## src/rtl/dac_pkg.sv

```systemverilog
// Shared types and frame constants for the DAC mux scanner and its serializer.
package dac_pkg;

  typedef enum logic [1:0] {
    ST_IDLE,
    ST_LOAD,
    ST_SHIFT,
    ST_HOLD
  } state_e;

  localparam int FRAME_W = 16;

  // Power-down field of the DAC frame: 00 selects normal operation.
  localparam logic [1:0] PD_NORMAL = 2'b00;

endpackage

```

## src/rtl/dac_mux_scan_spi_tx16.sv

```systemverilog
// 16-bit MSB-first serializer: SCLK idles high, data changes at bit start,
// and the DAC samples on the falling edge while sync_n is low.
module spi_tx16
  import dac_pkg::*;
#(
  parameter int SCLK_DIV = 4
) (
  input  logic               clk,
  input  logic               rst,
  input  logic               load,
  input  logic [FRAME_W-1:0] data,
  output logic               sclk,
  output logic               dout,
  output logic               sync_n,
  output logic               done
);

  localparam int DCW = $clog2(SCLK_DIV + 1);

  logic               active;
  logic               low_half;
  logic [DCW-1:0]     div_cnt;
  logic [3:0]         bit_cnt;
  logic [FRAME_W-2:0] sr;
  logic               half_end;

  assign half_end = (div_cnt == DCW'(SCLK_DIV - 1));
  // Asserted in the last cycle of the frame so the FSM leaves SHIFT on the
  // same edge that releases sync_n.
  assign done     = active && half_end && low_half && (bit_cnt == 4'd15);

  always_ff @(posedge clk) begin
    if (rst) begin
      active   <= 1'b0;
      low_half <= 1'b0;
      div_cnt  <= '0;
      bit_cnt  <= '0;
      sr       <= '0;
      sclk     <= 1'b1;
      sync_n   <= 1'b1;
      dout     <= 1'b0;
    end else if (load) begin
      active   <= 1'b1;
      low_half <= 1'b0;
      div_cnt  <= '0;
      bit_cnt  <= '0;
      sr       <= data[FRAME_W-2:0];
      dout     <= data[FRAME_W-1];
      sclk     <= 1'b1;
      sync_n   <= 1'b0;
    end else if (active) begin
      if (!half_end) begin
        div_cnt <= div_cnt + DCW'(1);
      end else begin
        div_cnt <= '0;
        if (!low_half) begin
          low_half <= 1'b1;
          sclk     <= 1'b0;
        end else if (bit_cnt == 4'd15) begin
          active   <= 1'b0;
          low_half <= 1'b0;
          sclk     <= 1'b1;
          sync_n   <= 1'b1;
          dout     <= 1'b0;
        end else begin
          bit_cnt  <= bit_cnt + 4'd1;
          low_half <= 1'b0;
          sclk     <= 1'b1;
          dout     <= sr[FRAME_W-2];
          sr       <= {sr[FRAME_W-3:0], 1'b0};
        end
      end
    end
  end

endmodule

```

## src/rtl/dac_mux_scan.sv

```systemverilog
// Scans N_CH sample-and-hold channels: per channel, send the stored code to the
// DAC, then park the analog mux on that channel for SETTLE cycles.
module dac_mux_scan
  import dac_pkg::*;
#(
  parameter  int N_CH     = 8,
  parameter  int DW       = 12,
  parameter  int SCLK_DIV = 4,
  parameter  int SETTLE   = 16,
  localparam int AW       = $clog2(N_CH)
) (
  input  logic          clk,
  input  logic          rst,
  input  logic          en,
  input  logic          single,
  input  logic          wr_en,
  input  logic [AW-1:0] wr_addr,
  input  logic [DW-1:0] wr_data,
  output logic          sclk,
  output logic          dout,
  output logic          sync_n,
  output logic [AW-1:0] pos,
  output logic          busy,
  output logic          frame_done
);

  localparam int HW = $clog2(SETTLE + 1);

  state_e             state, state_nx;
  logic [DW-1:0]      regs [N_CH];
  logic [AW-1:0]      ch;
  logic [HW-1:0]      hold_cnt;
  logic [FRAME_W-1:0] frame;
  logic               load, tx_done, hold_end, last_ch;

  assign load     = (state == ST_LOAD);
  assign hold_end = (state == ST_HOLD) && (hold_cnt == HW'(SETTLE - 1));
  assign last_ch  = (ch == AW'(N_CH - 1));
  assign busy     = (state != ST_IDLE);

  always_comb begin
    frame                   = '0;
    frame[DW-1:0]           = regs[ch];
    frame[FRAME_W-1 -: 2]   = PD_NORMAL;
  end

  // Addresses past N_CH exist only when N_CH is not a power of two.
  always_ff @(posedge clk) begin
    if (rst) begin
      for (int i = 0; i < N_CH; i++) regs[i] <= '0;
    end else if (wr_en && ({1'b0, wr_addr} < (AW + 1)'(N_CH))) begin
      regs[wr_addr] <= wr_data;
    end
  end

  spi_tx16 #(
    .SCLK_DIV (SCLK_DIV)
  ) u_tx (
    .clk    (clk),
    .rst    (rst),
    .load   (load),
    .data   (frame),
    .sclk   (sclk),
    .dout   (dout),
    .sync_n (sync_n),
    .done   (tx_done)
  );

  always_comb begin
    state_nx = state;
    case (state)
      ST_IDLE:  if (en) state_nx = ST_LOAD;
      ST_LOAD:  state_nx = ST_SHIFT;
      ST_SHIFT: if (tx_done) state_nx = ST_HOLD;
      ST_HOLD: begin
        if (hold_end) state_nx = (!en || (single && last_ch)) ? ST_IDLE : ST_LOAD;
      end
      default:  state_nx = ST_IDLE;
    endcase
  end

  always_ff @(posedge clk) begin
    if (rst) begin
      state      <= ST_IDLE;
      ch         <= '0;
      pos        <= '0;
      hold_cnt   <= '0;
      frame_done <= 1'b0;
    end else begin
      state      <= state_nx;
      frame_done <= hold_end && last_ch;
      case (state)
        ST_IDLE: ch <= '0;
        ST_SHIFT: begin
          if (tx_done) begin
            pos      <= ch;
            hold_cnt <= '0;
          end
        end
        ST_HOLD: begin
          if (hold_end) ch <= last_ch ? '0 : ch + AW'(1);
          else          hold_cnt <= hold_cnt + HW'(1);
        end
        default: ;
      endcase
    end
  end

endmodule

```

## config.mk

```make
export PLATFORM = sky130hd
export DESIGN_NAME = dac_mux_scan
export DESIGN_NICKNAME = d
export VERILOG_FILES = /design/src/rtl/dac_pkg.sv /design/src/rtl/dac_mux_scan_spi_tx16.sv /design/src/rtl/dac_mux_scan.sv
export SDC_FILE = /design/constraint.sdc
export NUM_CORES = 1
export LEC_CHECK = 0
export BUFFER_PORTS_ARGS = -buffer_cell sky130_fd_sc_hd__buf_2
export CORE_ASPECT_RATIO = 0.75
export CORE_UTILIZATION = 65
export DETAILED_ROUTE_END_ITERATION = 6
export PLACE_DENSITY = 0.86
export SYNTH_ARGS = -nofsm -noshare
export SYNTH_HDL_FRONTEND = slang
export SYNTH_SLANG_ARGS = --single-unit
```

## constraint.sdc

```tcl
create_clock -name clk -period 4.99 [get_ports clk]
set_input_delay 1.497 -clock clk [delete_from_list [all_inputs] [get_ports clk]]
set_output_delay 1.497 -clock clk [all_outputs]
set_load 0.02 [all_outputs]
```

==> results.toml <==
[grt]
overflow = 0
grt_antenna_before_repair = 2
grt_usage_pct = 31.9
grt_pass1_wl_um = 22400
grt_max_degree = 29
first_global_vias = 4074

[die]
core_area_um2 = 9200
ios = 28
fp-row-count = 30
initial_core_util_pct = 68.3
dieArea_um2 = 10100
die_x_um = 115
die_h_um = 87.1

[clock_tree]
cts_buffers = 17
cts_tree = "yes"
cts_buffer_depth = 2
postCtsSetupRepairBufs = 0
ctsHoldBuffers = 0
cts_num_sinks = 140
cts_resized = 0
cts-root-buf = "clkbuf_16"
htree_levels = 4
clk_latency_ns = 0.42
clk_pin_slew_ns = 0.06

[critical_path]
crit_slowest_cell = "nor2_1"
crit_type = "input pin to register"
crit_required_ns = 5.08
cp.arrival_ns = 3.28
crit_chain = "buf_2 -> or3b_1 -> nor2_1 -> or2_2"
end_kind = "register"
crit_family = "simple AND/OR/NAND/NOR gates"
cp_slowest_stage_delay_ns = 0.59
critical_path.startpoint_type = "input pin"
crit_buf_inv = 1
cp_max_fo = 28

[place]
port_buffers = 27
place.gp.congestion = 0.873
pre_cts_slack_ns = 1.46
dp_hpwl_um = 9360

[sta]
clock_skew_ns = 0.00460
rsz0062_at_grt = "no"
tightest_slew_ns = 1.19
max_freq_mhz = 314
maxSlewHeadroom_pct = 20.7
finalSetupTns_ns = 0
period_share_pct = 63.8
setup-violations-final = 0
hold_viol = 0
hold_slack_ns = 0.454
slew_viol_final = 0
layout_setup_ws_ns = 1.81
fin_crit_ns = 3.18

[synth]
yosys_most_used_dff = "edfxtp_1"
synthArstFlopShare_pct = 0
syn_nets = 540
synth_compound_area_share_pct = 7.23
synth_edf_count = 96
synth_xor_xnor_area_share_pct = 0.418
synth_fa_ha_area_share_pct = 1.99
muxShareOfSynthArea_pct = 10.4
synth_top_family_by_area = "simple AND/OR/NAND/NOR gates"
synth.distinct_cells = 49
synth_seq_cells = 140
syn_avg_cell_area_um2 = 12.3
synth-seq-area-share_pct = 59.9
synth_simple_gate_area_share_pct = 17.4
yosysWarningCount = 0
synth_top_cell_by_area = "edfxtp_1"
synth_area_um2 = 6280
synthCells = 510
synthTopCellsByArea = "edfxtp_1 46%, dfxtp_1 14%, mux2i_1 9.7%"
synth_top_area_share_pct = 45.9

[layout]
layout-drive-gt1-share_pct = 14.2
regArea_um2 = 3760
layout_common_cells = "97 x and2_1, 96 x edfxtp_1, 61 x mux2i_1"
n_fill_cell = 567
multi_input_area_um2 = 2360
final_common_cell = "and2_1"
fin_nets = 561
synthToLayoutAreaGrowth_pct = 13.2
post-route-util_pct = 77.3

[power_and_ir_drop]
cell_internal_pwr_mw = 2.32
power_frac_clock_pct = 45.0
pwr-share-comb_pct = 10.0
switching_share_pct = 24.1
ir_worst_vdd_v = 0.000365
seqPwrFrac_pct = 45.0
powerDensity_nw_per_um2 = 431
p_sw_uw = 739
power.leakage_nw = 2.60

[drt]
wl_per_cell_um = 21.5
ant_nets = 0
route.detailed.drc = 0
num_vias = 4212
vias_per_cell = 6.25
drt_iter0_markers = 357
dr.pass1.iters = 5
wirelength_um = 14500

[job]
drv_cap = 0

[run_status]
status = "finished clean"

[hold_path]
hp-class = "register to register"
## cell families (layout without fill, tap and decap cells)
| family | after synthesis | count (layout) |
|---|---|---|
| AND/OR/NAND/NOR | 193 | 193 |
| flip-flops | 140 | 140 |
| multiplexers | 63 | 63 |
| buffers and inverters | 33 | 67 |
| adder cells (fa/ha/maj) | 10 | 10 |
| other | 0 | 2 |
| XOR/XNOR | 3 | 3 |
| AO/OA/AOI/OAI | 68 | 68 |
## power by group through the flow
| stage | Clock (mW) | Sequential [mW] | Combinational (mW) |
|---|---|---|---|
| 2_1_floorplan | 0 | 1.39 | 0.214 |
| 3_3_place_gp | 0 | 1.40 | 0.276 |
| 3_5_place_dp | 0 | 1.40 | 0.297 |
| 4_1_cts | 1.38 | 1.38 | 0.301 |
| 5_1_grt | 1.44 | 1.39 | 0.333 |
| 6_report | 1.38 | 1.38 | 0.307 |
## per-stage QoR
| step | std cells | power [mW] | instance area, um2 |
|---|---|---|---|
| 2_1_floorplan | 510 | 1.60 | 6280 |
| 3_3_place_gp | 640 | 1.67 | 6450 |
| 6_report | 674 | 3.06 | 7110 |
| 3_5_place_dp | 640 | 1.70 | 6450 |
| 5_1_grt | 674 | 3.16 | 7110 |
| 4_1_cts | 672 | 3.06 | 7100 |
## cells in the mapped netlist, types with 4 or more instances
cell and count:
a21oi_1 17, a22oi_1 24, and2_1 97, buf_2 4, clkbuf_1 17, dfxtp_1 44, edfxtp_1 96, ha_1 10
inv_1 6, mux2i_1 61, nand2_1 25, nand3_1 6, nor2_1 25, nor2b_1 4, nor3_1 4, o21ai_0 6
o22ai_1 11, or2_2 8
## flip-flops by register name, indices dropped and copies added, names as in the netlist, 2 cells and up, named ones only
register,cells
regs,96
u_tx.div_cnt,3
pos,3
u_tx.bit_cnt,4
hold_cnt,5
ch,3
state,2
u_tx.sr,15
## cell type report
type / instances / area share (%)
Tap cell: 128 / 2.25
Sequential cell: 140 / 53.0
Clock buffer: 17 / 5.99
Timing Repair Buffer: 29 / 2.11
Multi-Input combinational cell: 337 / 33.2
Clock inverter: 15 / 3.13
Inverter: 6 / 0.317
Antenna cell: 2 / 0.0704
## worst register-to-register path: cells and delay by family (launching register included)
family | cells | cell delay [ns]
buffers and inverters | 1 | 0.49
flip-flops | 1 | 0.86
multiplexers | 2 | 0.78
AO/OA/AOI/OAI | 1 | 0.11
## layer usage
| layer | track usage, % | routed length (um) | share of wire, % | vias up |
|---|---|---|---|---|
| met5 | 0 | 0 | 0 | - |
| met4 | 11.0 | 378 | 2.6 | 0 |
| met3 | 11.3 | 1290 | 8.9 | 33 |
| met2 | 48.4 | 6680 | 46 | 219 |
| met1 | 42.8 | 6170 | 43 | 2074 |
| li1 | - | - | - | 1886 |
## worst paths after layout
| path | from | end | slack, ns | cells after the start |
|---|---|---|---|---|
| max reg2reg | register | u_tx.sr[0]$_SDFFE_PP0P_ | 2.63 | 4 |
| min | u_tx.sr[12]$_SDFFE_PP0P_ | u_tx.sr[12]$_SDFFE_PP0P_ | 0.45 | 2 |
| max | rst | regs[6][5]$_SDFFCE_PN0P_ | 1.81 | 4 |
| min reg2reg | u_tx.sr[12]$_SDFFE_PP0P_ | u_tx.sr[12]$_SDFFE_PP0P_ | 0.45 | 2 |
(Power assumes the default switching activity.)
